`config.mk`:
```
export PLATFORM = sky130hd
export DESIGN_NAME = rctx_tx_sequencer
export DESIGN_NICKNAME = d
export VERILOG_FILES = /design/src/rtl/rctx_tx_sequencer.sv
export SDC_FILE = /design/constraint.sdc
export NUM_CORES = 1
export LEC_CHECK = 0
export ABC_AREA = 1
export ABC_CLOCK_PERIOD_IN_PS = 2650
export CELL_PAD_IN_SITES_DETAIL_PLACEMENT = 0
export CELL_PAD_IN_SITES_GLOBAL_PLACEMENT = 1
export CORE_ASPECT_RATIO = 0.7
export CORE_MARGIN = 8
export CORE_UTILIZATION = 43
export DETAILED_ROUTE_END_ITERATION = 6
export DONT_BUFFER_PORTS = 1
export GPL_TIMING_DRIVEN = 0
export PLACE_DENSITY_LB_ADDON = 0.1
export REMOVE_ABC_BUFFERS = 1
export SLEW_MARGIN = 20
export SYNTH_ARGS = -nofsm -noshare
export SYNTH_HDL_FRONTEND = slang
export SYNTH_SLANG_ARGS = --single-unit
export TNS_END_PERCENT = 30
```
`constraint.sdc`:
```
create_clock -name clock -period 2.65 [get_ports clock]
set_clock_uncertainty 0.15 [all_clocks]
set_input_delay 0 -clock clock [delete_from_list [all_inputs] [get_ports clock]]
set_output_delay 0 -clock clock [all_outputs]
set_load 0.01 [all_outputs]
```
`src/rtl/rctx_tx_sequencer.sv`:
```
// Control sequencer for the PRBS -> raised-cosine TX path. It generates the symbol/shift strobes, the polyphase index and the valid qualifier.
// Latency: every output decodes registered state. i_sw is sampled in IDLE and at RUN symbol boundaries, and takes effect on the next cycle.
// Backpressure: none. FILL and DRAIN always run OS*N_BAUDS cycles, and a RUN symbol is never truncated.
module rctx_tx_sequencer #(
  parameter int OS        = 4,
  parameter int N_BAUDS   = 6,
  parameter int NB_PHASE  = 2,
  parameter int NB_SYMCNT = 16
) (
  input  logic                 clock,
  input  logic                 i_reset,
  input  logic                 i_sw,
  output logic [NB_PHASE-1:0]  o_phase,
  output logic                 o_sym_tick,
  output logic                 o_shift_en,
  output logic                 o_zero_sym,
  output logic                 o_valid,
  output logic                 o_busy,
  output logic [1:0]           o_state,
  output logic [NB_SYMCNT-1:0] o_sym_count
);

  localparam int NB_SC = (N_BAUDS > 1) ? $clog2(N_BAUDS) : 1;
  localparam logic [NB_PHASE-1:0] PH_LAST = NB_PHASE'(OS - 1);
  localparam logic [NB_SC-1:0]    SC_LAST = NB_SC'(N_BAUDS - 1);

  typedef enum logic [1:0] {
    ST_IDLE  = 2'd0,
    ST_FILL  = 2'd1,
    ST_RUN   = 2'd2,
    ST_DRAIN = 2'd3
  } state_t;

  state_t                 state_q, state_d;
  logic [NB_PHASE-1:0]    phase_q, phase_d;
  logic [NB_SC-1:0]       sc_q, sc_d;
  logic [NB_SYMCNT-1:0]   sym_count_q, sym_count_d;
  logic                   boundary;
  logic                   sym_tick;

  assign boundary = (phase_q == PH_LAST);
  assign sym_tick = ((state_q == ST_FILL) || (state_q == ST_RUN)) && (phase_q == '0);

  // Next state, phase and fill/drain symbol count. The phase wraps explicitly at OS-1.
  always_comb begin
    state_d     = state_q;
    phase_d     = phase_q;
    sc_d        = sc_q;
    sym_count_d = sym_count_q + NB_SYMCNT'(sym_tick);

    if (state_q != ST_IDLE) begin
      phase_d = boundary ? '0 : phase_q + 1'b1;
    end

    case (state_q)
      ST_IDLE: begin
        phase_d = '0;
        if (i_sw) begin
          state_d = ST_FILL;
          sc_d    = '0;
        end
      end
      ST_FILL: begin
        if (boundary) begin
          if (sc_q == SC_LAST) begin
            state_d = ST_RUN;
            sc_d    = '0;
          end else begin
            sc_d = sc_q + 1'b1;
          end
        end
      end
      ST_RUN: begin
        // The stop request only counts on a symbol boundary, so a symbol is never cut short.
        if (boundary && !i_sw) begin
          state_d = ST_DRAIN;
          sc_d    = '0;
        end
      end
      ST_DRAIN: begin
        if (boundary) begin
          if (sc_q == SC_LAST) begin
            state_d = ST_IDLE;
            sc_d    = '0;
          end else begin
            sc_d = sc_q + 1'b1;
          end
        end
      end
      default: state_d = ST_IDLE;
    endcase
  end

  // State registers. A reset aborts immediately, even in the middle of a drain.
  always_ff @(posedge clock) begin
    if (i_reset) begin
      state_q     <= ST_IDLE;
      phase_q     <= '0;
      sc_q        <= '0;
      sym_count_q <= '0;
    end else begin
      state_q     <= state_d;
      phase_q     <= phase_d;
      sc_q        <= sc_d;
      sym_count_q <= sym_count_d;
    end
  end

  assign o_phase     = phase_q;
  assign o_sym_tick  = sym_tick;
  assign o_shift_en  = (state_q != ST_IDLE) && (phase_q == '0);
  assign o_zero_sym  = (state_q == ST_DRAIN);
  assign o_valid     = (state_q == ST_RUN) || (state_q == ST_DRAIN);
  assign o_busy      = (state_q != ST_IDLE);
  assign o_state     = state_q;
  assign o_sym_count = sym_count_q;

endmodule

```
==> results of run 1 <==
-- worst paths after layout --
path,end,slack (ps),start,depth (start not counted)
min,sc_q[2],370,sc_q[2],2
max reg2reg,o_sym_count[14],290,o_state[0],11
min reg2reg,sc_q[2],370,sc_q[2],2
max,o_sym_count[14],290,o_state[0],11
-- worst max-delay path, cell delays in order (launching register included) --
cell,delay (ps)
dfxtp_1,470
inv_1,120
ha_1,310
nand2_1,50
inv_1,140
ha_1,200
ha_1,190
nand2_2,90
nor2_4,160
nand3_2,140
o21ai_0,170
nor2_1,60
-- power breakdown --
group	leakage, uW	switching [uW]	internal (uW)
logic	0.000406	205	106
registers	0.000186	58.7	380
clock network	0.0000255	120	105
-- sequential cells by signal, indices dropped and copies added, names as in the netlist --
| signal | count |
|---|---|
| o_state | 2 |
| o_sym_count | 16 |
| o_phase | 2 |
| sc_q | 3 |
-- layout by cell type (no fill, tap or decap), types with 4 or more instances in the layout --
cell type and n:
nand2_1 38, nor2_1 36, inv_1 33, dfxtp_1 23, ha_1 10, nand3_1 8, a21oi_1 8, nand2_2 5
o21ai_0 5, nand3_2 4
-- per-stage QoR --
stage,std cells,worst slack (ps),util [%]
final,230,295,49.5
after CTS,230,260,49.5
after global placement,224,333,47.2
after detailed placement,224,280,47.2
after floorplan,188,555,-
after global routing,230,116,49.5
-- cell families after synthesis --
family	synth area share (%)
flops	35.2
compound gates	7.18
fa+ha+maj	9.57
xor+xnor	2.01
simple gates	35.4
buf+inv	10.6
-- cell type report --
class	count	area share (%)
sequential	23	32.7
clock inverter	1	0.356
clock buffer	3	2.93
tap	36	3.20
timing repair buffer	2	1.42
inverter	34	9.07
multi-input combinational	131	50.3
-- per-layer routing --
layer  routed length [um]  up-vias
li1                     -      588
met1                 1380      472
met2                 1130       24
met3                  256        2
met4                   12        0
met5                    0        -
-- what timing repair did --
action,in CTS,in global routing
setup buffers,0,0
endpoints found under the hold margin,23,0
gates resized for setup,0,0
hold buffers,2,0
==> results.cfg, run 1 <==
[power_and_ir_drop]
power.density_nw_per_um2 = 693
peakVddDrop_mv = 0.412
p_leak_uw = 0.000618
power.total_uw = 975

[placed_design]
gp_congestion = 0.777
dpl_cell_area_um2 = 1340
hpwlAfterDp_mm = 2.16
portBuffers = 0

[sta]
tightest_slew_ps = 500
fin_setup_tns_ps = 0
grt_setup_unrepaired = no
clock.fmax_mhz = 425
period_share_pct = 88.9
drv_slew = 0
layout_min_cycle_time_ps = 2360
setup_viol = 0
hold_violations = 0
whs_ps = 372
maxSlewHeadroom_pct = 66.6

[global_routing]
grt_usage_pct = 11.1
antenna_found_initial = 0
overflow = 0
grt_max_degree = 14
grt_pass1_vias = 933
busiest_layer = met2
grt_use_met2_pct = 15.6
use_met3_pct = 5.89
use_met1_pct = 14.5
grt_pass1_wl_mm = 4.51

[clocking]
cts.sinks = 23
clk_latency_ps = 270
clockBufferDepth = 2
cts_buffers = 3
path_clk_slew_ps = 80
root_buffer = clkbuf_8
cts_tree = done
htreeDepth = 1

[die]
rows = 16
fp.dieArea_um2 = 5090
start_util_pct = 46.0
ioPinCount = 28
die_w_um = 81.9
die_h_um = 62.1
design.core.area_um2 = 2840

[logic_synthesis]
async_flop_share_pct = 0
yosysTopAreaCell = dfxtp_1
synth_cell_types = 25
netlist.area_leader.share_pct = 35.2
synth.most_common_cell = nand2_1
synth_cells = 190
ys_ff_latch = 23
synth_area_um2 = 1310
ys.flop_type = dfxtp_1
synthTopCellsByCount = 38 x nand2_1, 36 x nor2_1, 33 x inv_1
yosysSeqAreaShare_pct = 35.2
ys_warn_count = 0
synth_area_leaders = dfxtp_1 35%, nand2_1 11%, nor2_1 10%, ha_1 9.6%, inv_1 9.5%
postSynthAreaPerCell_um2 = 6.88
synth_edf_count = 0

[cells_and_area]
areaGrowthSynthToFinish_pct = 7.66
final_cell_area_um2 = 1410
antenna_cells = 0
fillers = 302
nNetsFinal = 208
multi_input_area_um2 = 708
seqCellArea_um2 = 460
layout-drive-gt1-share_pct = 10.3

[drt]
wire_per_inst_um = 12.1
drc_errors = 0
drt-total-wl_mm = 2.78
via_per_inst = 4.72
drt-initial-drc-count = 66
vias = 1086
antenna_left = 0
first_pass_iters = 4

[hold_path]
worst_hold_path_type = reg2reg

[worst_setup_path]
path_max_fanout = 5
critPathArrivalTime_ps = 2370
cp-end-kind = flop
critPathRequiredTime_ps = 2670
worstSetupPathType = reg2reg
critPathLaunchType = flop

[flow_run]
max-cap-violations = 0

[status]
outcome = completed
Note: power is estimated with default switching activity, not from simulation.
==> run 2: changes to the inputs <==
--- a/config.mk
+++ b/config.mk
@@ -5,13 +5,13 @@
 export SDC_FILE = /design/constraint.sdc
 export NUM_CORES = 1
 export LEC_CHECK = 0
-export ABC_AREA = 1
+export ABC_AREA = 0
 export ABC_CLOCK_PERIOD_IN_PS = 2650
 export CELL_PAD_IN_SITES_DETAIL_PLACEMENT = 0
 export CELL_PAD_IN_SITES_GLOBAL_PLACEMENT = 1
 export CORE_ASPECT_RATIO = 0.7
 export CORE_MARGIN = 8
-export CORE_UTILIZATION = 43
+export CORE_UTILIZATION = 45
 export DETAILED_ROUTE_END_ITERATION = 6
 export DONT_BUFFER_PORTS = 1
 export GPL_TIMING_DRIVEN = 0
==> results.cfg, run 2 <==
[status]
outcome = completed

[drt]
drt-total-wl_mm = 2.74
antenna_left = 0
drt-initial-drc-count = 56
wire_per_inst_um = 16.2
vias = 966
drc_errors = 0
via_per_inst = 5.72
first_pass_iters = 4

[power_and_ir_drop]
switching_power_uw = 351
p_int_uw = 619
power.density_nw_per_um2 = 721
peakVddDrop_mv = 0.428
power.total_uw = 970
swShare_pct = 36.2
p_leak_uw = 0.000480
power_frac_clock_pct = 23.0
p_seq_share_pct = 44.5
pwr-share-comb_pct = 32.6

[die]
die_h_um = 59.7
start_util_pct = 48.7
rows = 15
die_w_um = 78.4
design.core.area_um2 = 2510
ioPinCount = 28
fp.dieArea_um2 = 4670

[hold_path]
min_to = sc_q[0]
min-delay-start = i_sw
worst_hold_path_type = in2reg
hold_depth = 3

[logic_synthesis]
synth_cell_types = 34
synthTopCellsByCount = 23 x dfxtp_1, 10 x ha_1, 10 x inv_1
yosysTopAreaCell = dfxtp_1
yosysSeqAreaShare_pct = 37.6
async_flop_share_pct = 0
synth.most_common_cell = dfxtp_1
netlist.area_leader.share_pct = 37.6
ys_warn_count = 0
postSynthAreaPerCell_um2 = 9.21
synth_area_leaders = dfxtp_1 38%, ha_1 10%, nor2b_1 3.6%, inv_1 3.1%, nand2b_1 3.1%
synth_edf_count = 0
ys_ff_latch = 23
ys.flop_type = dfxtp_1
synth_area_um2 = 1220
synth_cells = 133

[worst_setup_path]
max_stage_delay_ps = 540
rr_worst_depth = 8
path_max_fanout = 9
r2r_slack_ps = 150
cp_slowest_cell = or4_1
critPathLaunchType = flop
r2r_start = o_state[0]
worstSetupPathType = reg2reg
path_buf_inv = 1
critPathArrivalTime_ps = 2540
r2r_end = o_sym_count[12]
cpLargestDelayFamily = simple AND/OR/NAND/NOR gates
cp-end-kind = flop
worstPathCellList = inv_1, ha_1, and2_2, ha_2, ha_4, nand4_4, or4_1, a21oi_1
critPathRequiredTime_ps = 2690

[sta]
tightest_slew_ps = 1010
fin_setup_tns_ps = 0
setup_viol = 0
maxSlewHeadroom_pct = 32.8
period_share_pct = 94.4
whs_ps = 17.6
hold_violations = 0
layout_min_cycle_time_ps = 2500
clock.fmax_mhz = 400
grt_setup_unrepaired = no
drv_slew = 0

[flow_run]
max-cap-violations = 0

[clocking]
path_clk_slew_ps = 80
post_cts_buffers = 0
cts_buffers = 3
root_buffer = clkbuf_8
cts_tree = done
cts.sinks = 23
htreeDepth = 1
clk_latency_ps = 270
clockBufferDepth = 2

[cells_and_area]
final_cell_count_no_fill = 169
largest_reg_flops = 16
nNetsFinal = 149
layout_commonest_cell = dfxtp_1
antenna_cells = 0
layout_common_cells = 21 x dfxtp_1, 10 x inv_1, 9 x nor2_1
areaGrowthSynthToFinish_pct = 9.81
fillers = 244
layout-drive-gt1-share_pct = 14.8

[global_routing]
grt_usage_pct = 12.3
overflow = 0
grt_pass1_vias = 878
grt_pass1_wl_mm = 4.55
grt_max_degree = 32
antenna_found_initial = 0

[placed_design]
gp_congestion = 0.701
portBuffers = 0
dp_cells = 164
hpwlAfterDp_mm = 2.04
-- run 2: changes by cell type after synthesis, sizes merged, moves of 5 or more --
cell	change
nand3	-7
nand2	-38
nand2b	+6
nor2b	+7
nor2	-31
inv	-24
nor4	+5
-- run 2: worst max-delay path by stage --
stage	start	end	slack, ps	depth (start not counted)
2_1_floorplan	o_state[0]	o_sym_count[14]	140	8
3_3_place_gp	o_state[1]	o_sym_count[14]	-190	8
3_5_place_dp	o_state[0]	o_sym_count[14]	-230	8
4_1_cts	o_state[0]	o_sym_count[12]	0.5	8
5_1_grt	o_state[1]	o_sym_count[12]	40	8
6_report	o_state[0]	o_sym_count[12]	150	8
-- run 2: cell families after synthesis --
kind of cell	Yosys count	synth area share, %
xor+xnor	3	2.15
simple gates	56	28.1
fa+ha+maj	10	10.2
buf+inv	13	3.98
mux	6	5.31
compound gates	22	12.7
flops	23	37.6
-- run 2: metal layers --
layer,track usage [%],routed length [um],vias up
li1,-,-,490
met4,2.36,13,0
met5,0,0,-
met1,15.3,1300,450
met2,18.2,1180,24
met3,6.59,251,2
-- run 2: final cells by class --
class / count / area (um2) / share of cell area [%]
Clock buffer: 4 / 45.0 / 3.35
Sequential cell: 23 / 463 / 34.4
Inverter: 10 / 37.5 / 2.79
Tap cell: 34 / 42.5 / 3.16
Timing Repair Buffer: 1 / 10.0 / 0.744
Multi-Input combinational cell: 97 / 747 / 55.5
-- run 2: timing repair --
| item | 4_1_cts | 5_1_grt |
|---|---|---|
| endpoints found under the hold margin | 23 | 0 |
| setup endpoints to repair | 4 | 4 |
| resized for setup | 6 | 2 |
| hold buffers | 1 | 0 |
-- run 2: power groups by stage --
stage / logic, uW / clock network, uW / registers (uW)
after floorplan: 246 / 0 / 424
after global placement: 291 / 0 / 435
after detailed placement: 301 / 0 / 437
after CTS: 313 / 225 / 432
after global routing: 360 / 243 / 439
final: 316 / 223 / 431
-- run 2: worst register-to-register path, delay by kind of cell (launching register included) --
kind | cells | cell delay, ps
AND/OR/NAND/NOR | 3 | 900
flip-flops | 1 | 400
buffers and inverters | 1 | 100
AO/OA/AOI/OAI | 1 | 160
adder cells (fa/ha/maj) | 3 | 740
-- run 2: stage by stage --
stage | util [%] | worst slack (ps) | cell area [um2]
2_1_floorplan | - | 141 | 1210
3_3_place_gp | 50.0 | -185 | 1260
3_5_place_dp | 50.0 | -230 | 1260
4_1_cts | 53.0 | 0.518 | 1330
5_1_grt | 53.5 | 36.6 | 1350
6_report | 53.5 | 147 | 1350
==> run 3: changes to the inputs <==
--- a/config.mk
+++ b/config.mk
@@ -10,7 +10,7 @@
 export CELL_PAD_IN_SITES_DETAIL_PLACEMENT = 0
 export CELL_PAD_IN_SITES_GLOBAL_PLACEMENT = 1
 export CORE_ASPECT_RATIO = 0.7
-export CORE_MARGIN = 8
+export CORE_MARGIN = 4
 export CORE_UTILIZATION = 45
 export DETAILED_ROUTE_END_ITERATION = 6
 export DONT_BUFFER_PORTS = 1
==> results.cfg, run 3 (synthesis results as in run 2) <==
[status]
outcome = finished, violations left
violations = hold timing

[drt]
antenna_left = 0
wire_per_inst_um = 14.8
drt-initial-drc-count = 54
vias = 981
drt-total-wl_mm = 2.51
first_pass_iters = 4
drc_errors = 0
via_per_inst = 5.80

[placed_design]
gp_congestion = 0.746
dpl_cell_area_um2 = 1260
portBuffers = 0
hpwlAfterDp_mm = 1.83
post-place-ws_ps = -211

[sta]
grt_setup_unrepaired = no
clock.fmax_mhz = 405
whs_ps = -0.222
fin_setup_tns_ps = 0
worst_slack_ps = 179
period_share_pct = 93.3
layout_min_cycle_time_ps = 2470
drv_slew = 0
setup_viol = 0
tightest_slew_ps = 511
maxSlewHeadroom_pct = 66.0
hold_violations = 1

[worst_setup_path]
cp_slowest_cell = or4_1
critPathLaunchType = flop
critPathRequiredTime_ps = 2690
cp-end-kind = flop
cpLargestDelayFamily = simple AND/OR/NAND/NOR gates
critPathArrivalTime_ps = 2510
worstSetupPathType = reg2reg
path_buf_inv = 1
path_max_fanout = 9
max_stage_delay_ps = 550
worstPathCellList = inv_1, ha_1, and2_2, ha_2, ha_4, nand4_4, or4_1, a21oi_1

[die]
start_util_pct = 48.3
ioPinCount = 28
fp.dieArea_um2 = 3630
rows = 15
die_h_um = 51.7
die_w_um = 70.4
design.core.area_um2 = 2530

[cells_and_area]
antenna_cells = 0
layout_commonest_cell = dfxtp_1
layout-drive-gt1-share_pct = 16.3
final_cell_area_um2 = 1350
multi_input_area_um2 = 747
nNetsFinal = 149
seqCellArea_um2 = 468
largest_reg_flops = 16
fin_util_pct = 53.1
fillers = 225
areaGrowthSynthToFinish_pct = 9.91
layout_common_cells = 21 x dfxtp_1, 10 x inv_1, 9 x nor2_1

[global_routing]
grt_max_degree = 32
antenna_found_initial = 0
grt_usage_pct = 15.0
grt_pass1_wl_mm = 4.29
grt_pass1_vias = 957
overflow = 0

[clocking]
cts.sinks = 23
cts_tree = done
path_clk_slew_ps = 90
clk_latency_ps = 270
htreeDepth = 1
post_cts_buffers = 0
cts_buffers = 3
root_buffer = clkbuf_8
clockBufferDepth = 2

[power_and_ir_drop]
p_leak_uw = 0.000483
power.density_nw_per_um2 = 718
peakVddDrop_mv = 0.601

[hold_path]
worst_hold_path_type = in2reg

[flow_run]
max-cap-violations = 0
-- run 3: final cells by class --
cell class / count / area share (%)
repair buffers: 1 / 0.372
inverters: 10 / 2.79
well taps: 34 / 3.16
clock buffers: 3 / 3.07
clock inverters: 1 / 0.372
flip-flops and latches: 23 / 34.8
multi-input cells: 97 / 55.5
-- run 3: path summary, 6_finish.rpt --
path | start | endpoint | slack (ps) | cells after the start
worst min register to register | sc_q[2] | sc_q[2] | 370 | 2
worst max-delay path | o_state[0] | o_sym_count[12] | 180 | 8
worst max register to register | o_state[0] | o_sym_count[12] | 180 | 8
worst min-delay path | i_sw | sc_q[0] | -0.2 | 3
-- run 3: per-stage QoR --
| stage | total power (uW) | hold WS (ps) | std cells |
|---|---|---|---|
| final | 966 | -0.222 | 169 |
| after floorplan | 670 | -80.9 | 130 |
| after global routing | 1040 | 34.4 | 169 |
| after CTS | 965 | 6.95 | 169 |
| after detailed placement | 734 | -75.6 | 164 |
| after global placement | 723 | -77.5 | 164 |
-- run 3: what timing repair did --
action                     4_1_cts  5_1_grt
hold endpoints to repair        23        0
resized for setup                6        4
setup endpoints to repair        3        3
hold buffers                     1        0
-- run 3: layer usage --
layer  global-route usage, %  vias to the layer above  part of all wire, %
li1                        -                      486                    -
met1                    17.6                      463                   49
met2                    25.5                       27                   42
met3                    6.76                        5                  8.1
met4                    2.87                        0                 0.92
met5                       0                        -                    0
-- run 3: where the power goes --
part,switching [uW],internal (uW),total (uW)
combinational,180,134,313
clock,113,105,218
sequential,52.1,383,435
-- run 3: worst register-to-register path: cells and delay by family (launching register included) --
| family | cells | cell delay (ps) |
|---|---|---|
| AND/OR/NAND/NOR | 3 | 900 |
| adder cells (fa/ha/maj) | 3 | 730 |
| flip-flops | 1 | 390 |
| AO/OA/AOI/OAI | 1 | 160 |
| buffers and inverters | 1 | 80 |
